**config.mk**
```make
export PLATFORM = sky130hd
export DESIGN_NAME = level_accel_seq
export DESIGN_NICKNAME = d
export VERILOG_FILES = /design/src/rtl/level_accel_seq.sv
export SDC_FILE = /design/constraint.sdc
export NUM_CORES = 1
export LEC_CHECK = 0
export ABC_AREA = 1
export CAP_MARGIN = 30
export CELL_PAD_IN_SITES_DETAIL_PLACEMENT = 1
export CELL_PAD_IN_SITES_GLOBAL_PLACEMENT = 1
export CORE_AREA = 2 2 123 149
export CTS_BUF_LIST = sky130_fd_sc_hd__clkbuf_4
export DETAILED_ROUTE_END_ITERATION = 10
export DIE_AREA = 0 0 125 151
export PLACE_DENSITY_LB_ADDON = 0.1
export SLEW_MARGIN = 30
export SYNTH_ARGS = -nofsm -noshare
export SYNTH_HDL_FRONTEND = slang
export SYNTH_SLANG_ARGS = --single-unit
```
**constraint.sdc**
```tcl
create_clock -name clk -period 2.48 [get_ports clk]
set_input_delay 0.248 -clock clk [delete_from_list [all_inputs] [get_ports clk]]
set_output_delay 0.248 -clock clk [all_outputs]
set_load 0.03 [all_outputs]
```
**src/rtl/level_accel_seq.sv**
```systemverilog
// -----------------------------------------------------------------------------
// level_accel_seq
//   Command sequencer for the byte-level I2C master that talks to the
//   bubble-level accelerometer. After reset it writes CFG_VAL to CFG_REG
//   (sensor active mode). It then reads X_H, X_L, Y_H, Y_L in a burst every
//   SAMPLE_PERIOD clocks and publishes signed 16-bit X/Y samples.
//   Any NACK on a written byte aborts the transaction with a STOP, raises the
//   sticky error flag and forces a full reconfiguration.
//
//   Optional feature macro: LEVEL_SEQ_RETRY_EN
//     When defined, a NACKed transaction is retried immediately, up to
//     MAX_RETRY times, before the error path is taken.
//
// Ports
//   clk            in   system clock
//   reset_i        in   synchronous, active-high reset
//   cmd_valid_o    out  command to the I2C master is valid
//   cmd_ready_i    in   I2C master accepts the command
//   cmd_op_o       out  0 START, 1 RESTART, 2 WRITE, 3 READ_ACK, 4 READ_NACK, 5 STOP
//   cmd_data_o     out  byte for WRITE, 0 for every other op
//   rsp_valid_i    in   one-cycle pulse: the accepted command completed
//   rsp_data_i     in   byte read (READ_* responses)
//   rsp_nack_i     in   slave NACKed (WRITE responses only)
//   sample_x_o     out  signed X sample {X_H, X_L}
//   sample_y_o     out  signed Y sample {Y_H, Y_L}
//   sample_valid_o out  one-cycle pulse: new X/Y pair
//   error_o        out  sticky bus-error flag, cleared by the next good sample
// -----------------------------------------------------------------------------
module level_accel_seq #(
  parameter logic [6:0]  DEV_ADDR      = 7'h1D,
  parameter logic [7:0]  CFG_REG       = 8'h2A,
  parameter logic [7:0]  CFG_VAL       = 8'h01,
  parameter logic [7:0]  DATA_REG      = 8'h01,
  parameter logic [23:0] SAMPLE_PERIOD = 24'd500000,
  parameter int          MAX_RETRY     = 2
) (
  input  logic        clk,
  input  logic        reset_i,
  output logic        cmd_valid_o,
  input  logic        cmd_ready_i,
  output logic [2:0]  cmd_op_o,
  output logic [7:0]  cmd_data_o,
  input  logic        rsp_valid_i,
  input  logic [7:0]  rsp_data_i,
  input  logic        rsp_nack_i,
  output logic [15:0] sample_x_o,
  output logic [15:0] sample_y_o,
  output logic        sample_valid_o,
  output logic        error_o
);

  typedef enum logic [3:0] {
    S_CFG_START, S_CFG_ADDR, S_CFG_REG, S_CFG_VAL, S_CFG_STOP,
    S_WAIT,
    S_RD_START, S_RD_ADDRW, S_RD_REG, S_RD_RESTART, S_RD_ADDRR,
    S_RD_BYTE, S_RD_STOP,
    S_ERR_STOP
  } state_e;

  localparam logic [2:0] OP_START     = 3'd0;
  localparam logic [2:0] OP_RESTART   = 3'd1;
  localparam logic [2:0] OP_WRITE     = 3'd2;
  localparam logic [2:0] OP_READ_ACK  = 3'd3;
  localparam logic [2:0] OP_READ_NACK = 3'd4;
  localparam logic [2:0] OP_STOP      = 3'd5;

  localparam int          RETRY_W   = (MAX_RETRY > 0) ? $clog2(MAX_RETRY + 1) : 1;
  localparam logic [23:0] WAIT_LOAD = SAMPLE_PERIOD - 24'd1;
`ifdef LEVEL_SEQ_RETRY_EN
  localparam logic [RETRY_W-1:0] MAX_R = RETRY_W'(MAX_RETRY);
`endif

  // busy_q is the CMD_WAIT sub-phase: command accepted, response pending.
  state_e              state_q, state_d;
  logic                busy_q, busy_d;
  logic [1:0]          idx_q, idx_d;
  logic [23:0]         cnt_q, cnt_d;
  logic [RETRY_W-1:0]  retry_q, retry_d;
  logic                need_cfg_q, need_cfg_d;   // next WAIT exit goes to config
  logic                txn_cfg_q, txn_cfg_d;     // current transaction is the config write
  logic [3:0][7:0]     hold_q, hold_d;           // [0]=X_H [1]=X_L [2]=Y_H [3]=Y_L
  logic                cmd_valid_q, cmd_valid_d;
  logic [2:0]          cmd_op_q, cmd_op_d;
  logic [7:0]          cmd_data_q, cmd_data_d;
  logic [15:0]         sample_x_q, sample_x_d;
  logic [15:0]         sample_y_q, sample_y_d;
  logic                sample_valid_q, sample_valid_d;
  logic                error_q, error_d;

  logic                burst_ok;   // read burst STOP completed cleanly
  logic                err_set;    // abort STOP completed, error path taken
  logic                retry_ok;

  function automatic logic is_write(input state_e s);
    return (s == S_CFG_ADDR) || (s == S_CFG_REG) || (s == S_CFG_VAL) ||
           (s == S_RD_ADDRW) || (s == S_RD_REG)  || (s == S_RD_ADDRR);
  endfunction

  // ---------------------------------------------------------------------------
  // State register
  // ---------------------------------------------------------------------------
  always_ff @(posedge clk) begin
    if (reset_i) begin
      state_q        <= S_CFG_START;
      busy_q         <= 1'b0;
      idx_q          <= 2'd0;
      cnt_q          <= 24'd0;
      retry_q        <= '0;
      need_cfg_q     <= 1'b0;
      txn_cfg_q      <= 1'b1;
      hold_q         <= '0;
      cmd_valid_q    <= 1'b0;
      cmd_op_q       <= 3'd0;
      cmd_data_q     <= 8'h00;
      sample_x_q     <= 16'h0000;
      sample_y_q     <= 16'h0000;
      sample_valid_q <= 1'b0;
      error_q        <= 1'b0;
    end else begin
      state_q        <= state_d;
      busy_q         <= busy_d;
      idx_q          <= idx_d;
      cnt_q          <= cnt_d;
      retry_q        <= retry_d;
      need_cfg_q     <= need_cfg_d;
      txn_cfg_q      <= txn_cfg_d;
      hold_q         <= hold_d;
      cmd_valid_q    <= cmd_valid_d;
      cmd_op_q       <= cmd_op_d;
      cmd_data_q     <= cmd_data_d;
      sample_x_q     <= sample_x_d;
      sample_y_q     <= sample_y_d;
      sample_valid_q <= sample_valid_d;
      error_q        <= error_d;
    end
  end

  // ---------------------------------------------------------------------------
  // Next-state logic
  // ---------------------------------------------------------------------------
  always_comb begin
    state_d    = state_q;
    busy_d     = busy_q;
    idx_d      = idx_q;
    cnt_d      = cnt_q;
    retry_d    = retry_q;
    need_cfg_d = need_cfg_q;
    txn_cfg_d  = txn_cfg_q;
    hold_d     = hold_q;
    burst_ok   = 1'b0;
    err_set    = 1'b0;
    retry_ok   = 1'b0;
`ifdef LEVEL_SEQ_RETRY_EN
    retry_ok   = (retry_q < MAX_R);
`endif

    if (state_q == S_WAIT) begin
      if (cnt_q == 24'd0) state_d = need_cfg_q ? S_CFG_START : S_RD_START;
      else                cnt_d   = cnt_q - 24'd1;
    end else if (!busy_q) begin
      // Key off the registered valid: it trails the state by one cycle
      // right after reset.
      if (cmd_valid_q && cmd_ready_i) busy_d = 1'b1;
    end else if (rsp_valid_i) begin
      busy_d = 1'b0;
      if (rsp_nack_i && is_write(state_q)) begin
        state_d = S_ERR_STOP;
      end else begin
        case (state_q)
          S_CFG_START:  state_d = S_CFG_ADDR;
          S_CFG_ADDR:   state_d = S_CFG_REG;
          S_CFG_REG:    state_d = S_CFG_VAL;
          S_CFG_VAL:    state_d = S_CFG_STOP;
          S_CFG_STOP: begin
            state_d    = S_WAIT;
            cnt_d      = WAIT_LOAD;
            need_cfg_d = 1'b0;
            retry_d    = '0;
          end
          S_RD_START:   state_d = S_RD_ADDRW;
          S_RD_ADDRW:   state_d = S_RD_REG;
          S_RD_REG:     state_d = S_RD_RESTART;
          S_RD_RESTART: state_d = S_RD_ADDRR;
          S_RD_ADDRR: begin
            state_d = S_RD_BYTE;
            idx_d   = 2'd0;
          end
          S_RD_BYTE: begin
            hold_d[idx_q] = rsp_data_i;
            if (idx_q == 2'd3) state_d = S_RD_STOP;
            else               idx_d   = idx_q + 2'd1;
          end
          S_RD_STOP: begin
            state_d  = S_WAIT;
            cnt_d    = WAIT_LOAD;
            retry_d  = '0;
            burst_ok = 1'b1;
          end
          S_ERR_STOP: begin
            if (retry_ok) begin
              retry_d = retry_q + RETRY_W'(1);
              state_d = txn_cfg_q ? S_CFG_START : S_RD_START;
            end else begin
              // A fresh reconfiguration gets a full retry budget again.
              state_d    = S_WAIT;
              cnt_d      = WAIT_LOAD;
              need_cfg_d = 1'b1;
              retry_d    = '0;
              err_set    = 1'b1;
            end
          end
          default: ;
        endcase
      end
    end

    if (state_d == S_CFG_START)     txn_cfg_d = 1'b1;
    else if (state_d == S_RD_START) txn_cfg_d = 1'b0;
  end

  // ---------------------------------------------------------------------------
  // Output logic: command and sample outputs are registered, computed from
  // the state being entered so they line up with state_q.
  // ---------------------------------------------------------------------------
  always_comb begin
    cmd_valid_d    = 1'b0;
    cmd_op_d       = OP_START;
    cmd_data_d     = 8'h00;
    sample_x_d     = sample_x_q;
    sample_y_d     = sample_y_q;
    sample_valid_d = 1'b0;
    error_d        = error_q;

    if (state_d != S_WAIT && !busy_d) begin
      cmd_valid_d = 1'b1;
      case (state_d)
        S_CFG_START, S_RD_START: cmd_op_d = OP_START;
        S_RD_RESTART:            cmd_op_d = OP_RESTART;
        S_CFG_ADDR, S_RD_ADDRW: begin
          cmd_op_d   = OP_WRITE;
          cmd_data_d = {DEV_ADDR, 1'b0};
        end
        S_RD_ADDRR: begin
          cmd_op_d   = OP_WRITE;
          cmd_data_d = {DEV_ADDR, 1'b1};
        end
        S_CFG_REG: begin
          cmd_op_d   = OP_WRITE;
          cmd_data_d = CFG_REG;
        end
        S_CFG_VAL: begin
          cmd_op_d   = OP_WRITE;
          cmd_data_d = CFG_VAL;
        end
        S_RD_REG: begin
          cmd_op_d   = OP_WRITE;
          cmd_data_d = DATA_REG;
        end
        S_RD_BYTE: cmd_op_d = (idx_d == 2'd3) ? OP_READ_NACK : OP_READ_ACK;
        S_CFG_STOP, S_RD_STOP, S_ERR_STOP: cmd_op_d = OP_STOP;
        default: cmd_valid_d = 1'b0;
      endcase
    end

    // Samples only move on a clean burst, so partial bytes never leak out.
    if (burst_ok) begin
      sample_x_d     = {hold_q[0], hold_q[1]};
      sample_y_d     = {hold_q[2], hold_q[3]};
      sample_valid_d = 1'b1;
      error_d        = 1'b0;
    end
    if (err_set) error_d = 1'b1;
  end

  assign cmd_valid_o    = cmd_valid_q;
  assign cmd_op_o       = cmd_op_q;
  assign cmd_data_o     = cmd_data_q;
  assign sample_x_o     = sample_x_q;
  assign sample_y_o     = sample_y_q;
  assign sample_valid_o = sample_valid_q;
  assign error_o        = error_q;

endmodule

```
### After elaboration in Yosys (flattened, before gate mapping)

Index checks and enable logic that the tools add are counted.
Widths: inputs -> output; s select.

* output and inout port bits: 46
* register bits: 110
* input bits: 13
* logic and storage cells: 126

* $add $sub $neg: 2
* muxes and demuxes: 45
* reduce and logical (&&, ||, !) cells: 28
* $lt $le $gt $ge: 2
* bitwise gates (word level): 3
* eq/ne operators: 30

Operators by type and width (count)
* $mux 24: 6
* $eq 4x4->1 const B: 12
* $pmux 4 s11: 1
* $bwmux 32: 1
* $eq 4x3->1 const B: 7
* $logic_not 24->1: 1
* $mux 4: 6
* $pmux 6 s4: 1
* $sub 24x1->24 const B: 1
* $mux 1: 18
* $demux 8 s2: 1
* $eq 4x2->1 const B: 4
* $reduce_and 5->1: 3
* $reduce_or 13->1: 1
* $pmux 3 s4: 1
* $mux 2: 5
* $reduce_bool 2->1: 5
* $eq 4x1->1 const B: 2
* $logic_not 4->1: 2
* $mux 8: 1
* $mux 3: 2
* $reduce_or 2->1: 3
* $reduce_or 3->1: 2
* $reduce_or 6->1: 1
* 12 further kinds: 23

### Logic depth before layout (Yosys ltp)

Gate-level depths: netlist of run 1.

* depth after elaboration: 15
* gate-level depth with buffers: 17
* mapped depth without buffers: 17

### Least setup slack after synthesis of run 1

OpenSTA, ideal clock, no wires.

* kind: reg2reg
* start point: reg state_q[3]
* end point: reg cmd_op_q[0], in the netlist cmd_op_o[0]
* setup time: 122 ps
* clock period less this slack: 1842 ps
* path buffers: 1
* setup slack: 638 ps
* arrival: 1720 ps
* stages on the path, launching flop included: 17
* required time: 2358 ps
* path through: dfxtp_1 -> buf_4 -> inv_1 -> nor2_2 -> nand2_1 -> inv_1 -> nand3_1 -> nand2_1 -> nor2_1 -> nand3b_1 -> nand2_1 -> nand3_1 -> nor2_1 -> nor2_1 -> nand3_1 -> nand2_1 -> a21oi_1

* longest elaborated chain between the ends: 15
* elaborated cells between the ends (all ways): 55
* those cells by class: 26 x eq/ne; 15 x mux; 1 x bitwise; 13 x reduce/logical

RTL lines
* from (decl): RTL line 74 `state_e state_q, state_d;`
* from (signal assigned): RTL line 120 `state_q <= state_d;`
* branches (longest 15 deep; another with $pmux 4 s11)
* to (signal assigned): RTL line 129 `cmd_op_q <= cmd_op_d;`
* to (decl): RTL line 83 `logic [2:0] cmd_op_q, cmd_op_d;`

Several ways; the timed one is not identified.
A chain may end at the register's enable or synchronous reset.

### Worst setup path in the final report of run 1

* start point: reg state_q[1]
* end point: reg cmd_op_q[0], in the netlist cmd_op_o[0]

Same word-level chain as after synthesis.

==> impl_results.md, run 1 <==
- Area growth syn-to-layout: 21.7%
- Vias: 4332
- Crit end category: flop
- Fmax: 0.450 GHz
- Slew margin rel.: 63.6%
- Synth unique cells: 36
- PD cells: 523 mW/mm²
- Routed len/inst: 14.8 µm
- Row Count: 53
- I/O Buffers: 55
- Tcrit/Tclk final: 89.7%
- Die height: 151 µm
- RSZ-0062 raised after global routing: no
- Largest net degree at the start of global routing: 50
- Critical Path AT: 2.63 ns
- DRC violations left: 0
- Via density: 4.68
- Status: finished clean
- Total GRT Usage: 15.1%
- Final Instance Area: 0.00560 mm²
- Drt pass-1 iters: 4
- WL final: 13600 µm
- Post-DP HPWL: 10200 µm
- Root buf cell: clkbuf_4
- Crit Path Max Fanout: 7
- Fin cells: 925
- Area occupied by multi-input gates: 0.00215 mm²
- Sequential cell area fraction in the yosys report: 45.7%
- Die X: 125 µm
- Initial DRC Count: 92
- Worst setup SP type: flop
- Setup TNS: 0 ns
- Fin crit period: 2.22 ns
- Core Box Area: 0.0174 mm²
- Clock Tree Buf Depth: 2
- Clock insertion delay at the later pin of the skew report: 0.50 ns
- Mapped Cells: 642
- Ports: 59
- Worst-path clk slew: 0.18 ns
- Max-cap violation count: 0
- Number of fill cells: 2214
- CTS resizes: 0
- Ys Warns: 0
- Total placed cells including tap cells: 909
- Antenna-violating nets left: 0
- CTS tree: built
- GRT overflow: 0
- # nets final: 714
- Share of cells above drive strength 1: 10.2%
- Critical path class: flop to flop
- Placed cell area: 0.00544 mm²
- Max Transition Viols Final: 0
- Global-route wire length before repair: 22900 µm
- Final Setup Violations: 0
- Syn avg cell area: 7.17 µm²
- Initial antenna violation count: 1
- Slew at the pin closest to its max-slew limit: 0.541 ns
- #FFs+latches synth: 105
- Clock sink total: 105
- Leakage power figure: 2.38 nW
- Pwr Total: 2.93 mW
- Via count of the first global-routing pass: 4535
- RD Place Congestion: 0.826
- Hold_buf cts: 0
- Post-Synthesis Cell Area: 0.00460 mm²
- Initial Utilization: 26.5%
- Max H-tree Level: 3
- Skew final: 0.0236 ns
- Final hold vios: 0
- VDD IR max: 0.174 mV
- Hold crit path type: input port to flop
- Die ar.: 0.0189 mm²
- WP data required: 2.89 ns
- Register area: 0.00211 mm²
- CTS Buf Count: 9
- Post-layout util: 32.2%
- # Post-CTS Setup Buffers: 0
[flip-flops by register name (all words and copies together), names as in the netlist]
| signal | cells |
|---|---|
| hold_q | 32 |
| sample_x_o | 16 |
| cmd_valid_o | 1 |
| sample_valid_o | 1 |
| need_cfg_q | 1 |
| sample_y_o | 16 |
| cmd_op_o | 3 |
| cnt_q | 24 |
| idx_q | 2 |
| cmd_data_o | 3 |
| state_q | 4 |
| busy_q | 1 |
| error_o | 1 |
[critical path, stage by stage, from the launching register on]
cell	delay [ns]
dfxtp_2	0.48
inv_2	0.06
nand2_1	0.16
nand3_1	0.12
nand2_1	0.10
nand2_2	0.09
nand2_4	0.12
inv_2	0.06
nand3_1	0.09
nand2_1	0.06
nand2_1	0.06
nand2_1	0.07
nor2_1	0.31
nor2_1	0.12
nor3_1	0.16
a21oi_1	0.07
[metrics by stage]
stage | hold slack [ns] | setup WS, ns
global route | 0.427 | 0.00410
CTS | 0.416 | 0.103
global placement | 0.441 | 0.172
floorplan | 0.395 | 0.638
finish | 0.447 | 0.256
detailed placement | 0.451 | 0.124
[synth_stat cells (all sizes together)]
cell type | count | area share [%]
nand3 | 24 | 2.7
xnor2 | 3 | 0.57
o21ai | 65 | 7.1
clkinv | 1 | 0.081
a311oi | 1 | 0.19
o211ai | 1 | 0.16
nor2 | 113 | 10
ha | 1 | 0.27
dfxtp | 105 | 46
nand4 | 10 | 1.4
inv | 64 | 5.2
o21a | 1 | 0.16
clkbuf | 13 | 1.1
nand3b | 3 | 0.49
a21oi | 75 | 8.2
a31oi | 8 | 1.1
nor3 | 9 | 1.3
conb | 1 | 0.081
xor2 | 1 | 0.19
buf | 13 | 1.8
and3 | 2 | 0.27
nand2 | 121 | 11
nor4 | 4 | 0.54
or2 | 2 | 0.27
o31ai | 1 | 0.16
[layer usage]
metal	up-vias	track usage, %	wire length, µm
met5	-	0	0
met4	0	7.17	429
met3	22	1.91	308
met2	63	26.4	6690
met1	2045	18.4	6220
li1	2202	-	-
[final timing paths]
check,from,to,slack (ns),cells after the start
setup / recovery,state_q[1],cmd_op_o[0],0.26,15
setup reg to reg,state_q[1],cmd_op_o[0],0.26,15
hold reg to reg,hold_q[21],sample_y_o[13],0.47,2
hold / removal,rsp_data_i[6],hold_q[6],0.45,3
[area by class of cell]
type                            instances  area share, %
Antenna cell                            1         0.0447
Timing Repair Buffer                   71           12.2
Sequential cell                       105           37.6
Multi-Input combinational cell        448           38.3
Clock buffer                            9           1.21
Tap cell                              220           4.92
Clock inverter                          6           1.32
Inverter                               65           4.36
[report_power, final]
part           switching [mW]  total, mW  leakage, nW  internal (mW)
clock network           0.645      0.961       0.0710          0.316
registers              0.0112       1.71        0.848           1.70
logic                   0.172      0.257         1.46         0.0853
[cell usage in the layout, fill, tap and decap left out, types with 10 or more instances in the layout]
master / synthesis / final
nand2_1: 112 / 111
nor2_1: 104 / 102
dfxtp_1: 105 / 101
a21oi_1: 75 / 75
o21ai_0: 60 / 60
clkdlybuf4s50_1: 0 / 55
inv_1: 54 / 54
nand3_1: 23 / 23
buf_4: 7 / 15
nand4_1: 10 / 10
inv_2: 10 / 10
[cell families (layout without fill, tap and decap cells)]
logic type / after synthesis / after routing / share of synthesized area, %
flops: 105 / 105 / 45.7
buf+inv: 91 / 151 / 8.13
fa+ha+maj: 1 / 1 / 0.272
xor+xnor: 4 / 4 / 0.761
compound gates: 152 / 152 / 17.0
other cells: 1 / 4 / 0.0815
simple gates: 288 / 288 / 28.1
(Power assumes the default switching activity.)
==> run 2, diff against run 1 <==
--- a/config.mk
+++ b/config.mk
@@ -14,6 +14,7 @@
 export DETAILED_ROUTE_END_ITERATION = 10
 export DIE_AREA = 0 0 125 151
 export PLACE_DENSITY_LB_ADDON = 0.1
+export SKIP_LAST_GASP = 1
 export SLEW_MARGIN = 30
 export SYNTH_ARGS = -nofsm -noshare
 export SYNTH_HDL_FRONTEND = slang
==> results of run 2 <==
Same layout as run 1: the final DEF is identical, and so are final timing and power.
==> run 3, diff against run 2 <==
--- a/config.mk
+++ b/config.mk
@@ -15,7 +15,7 @@
 export DIE_AREA = 0 0 125 151
 export PLACE_DENSITY_LB_ADDON = 0.1
 export SKIP_LAST_GASP = 1
-export SLEW_MARGIN = 30
+export SLEW_MARGIN = 20
 export SYNTH_ARGS = -nofsm -noshare
 export SYNTH_HDL_FRONTEND = slang
 export SYNTH_SLANG_ARGS = --single-unit
==> results of run 3 <==
Same layout as run 1: the final DEF is identical, and so are final timing and power.
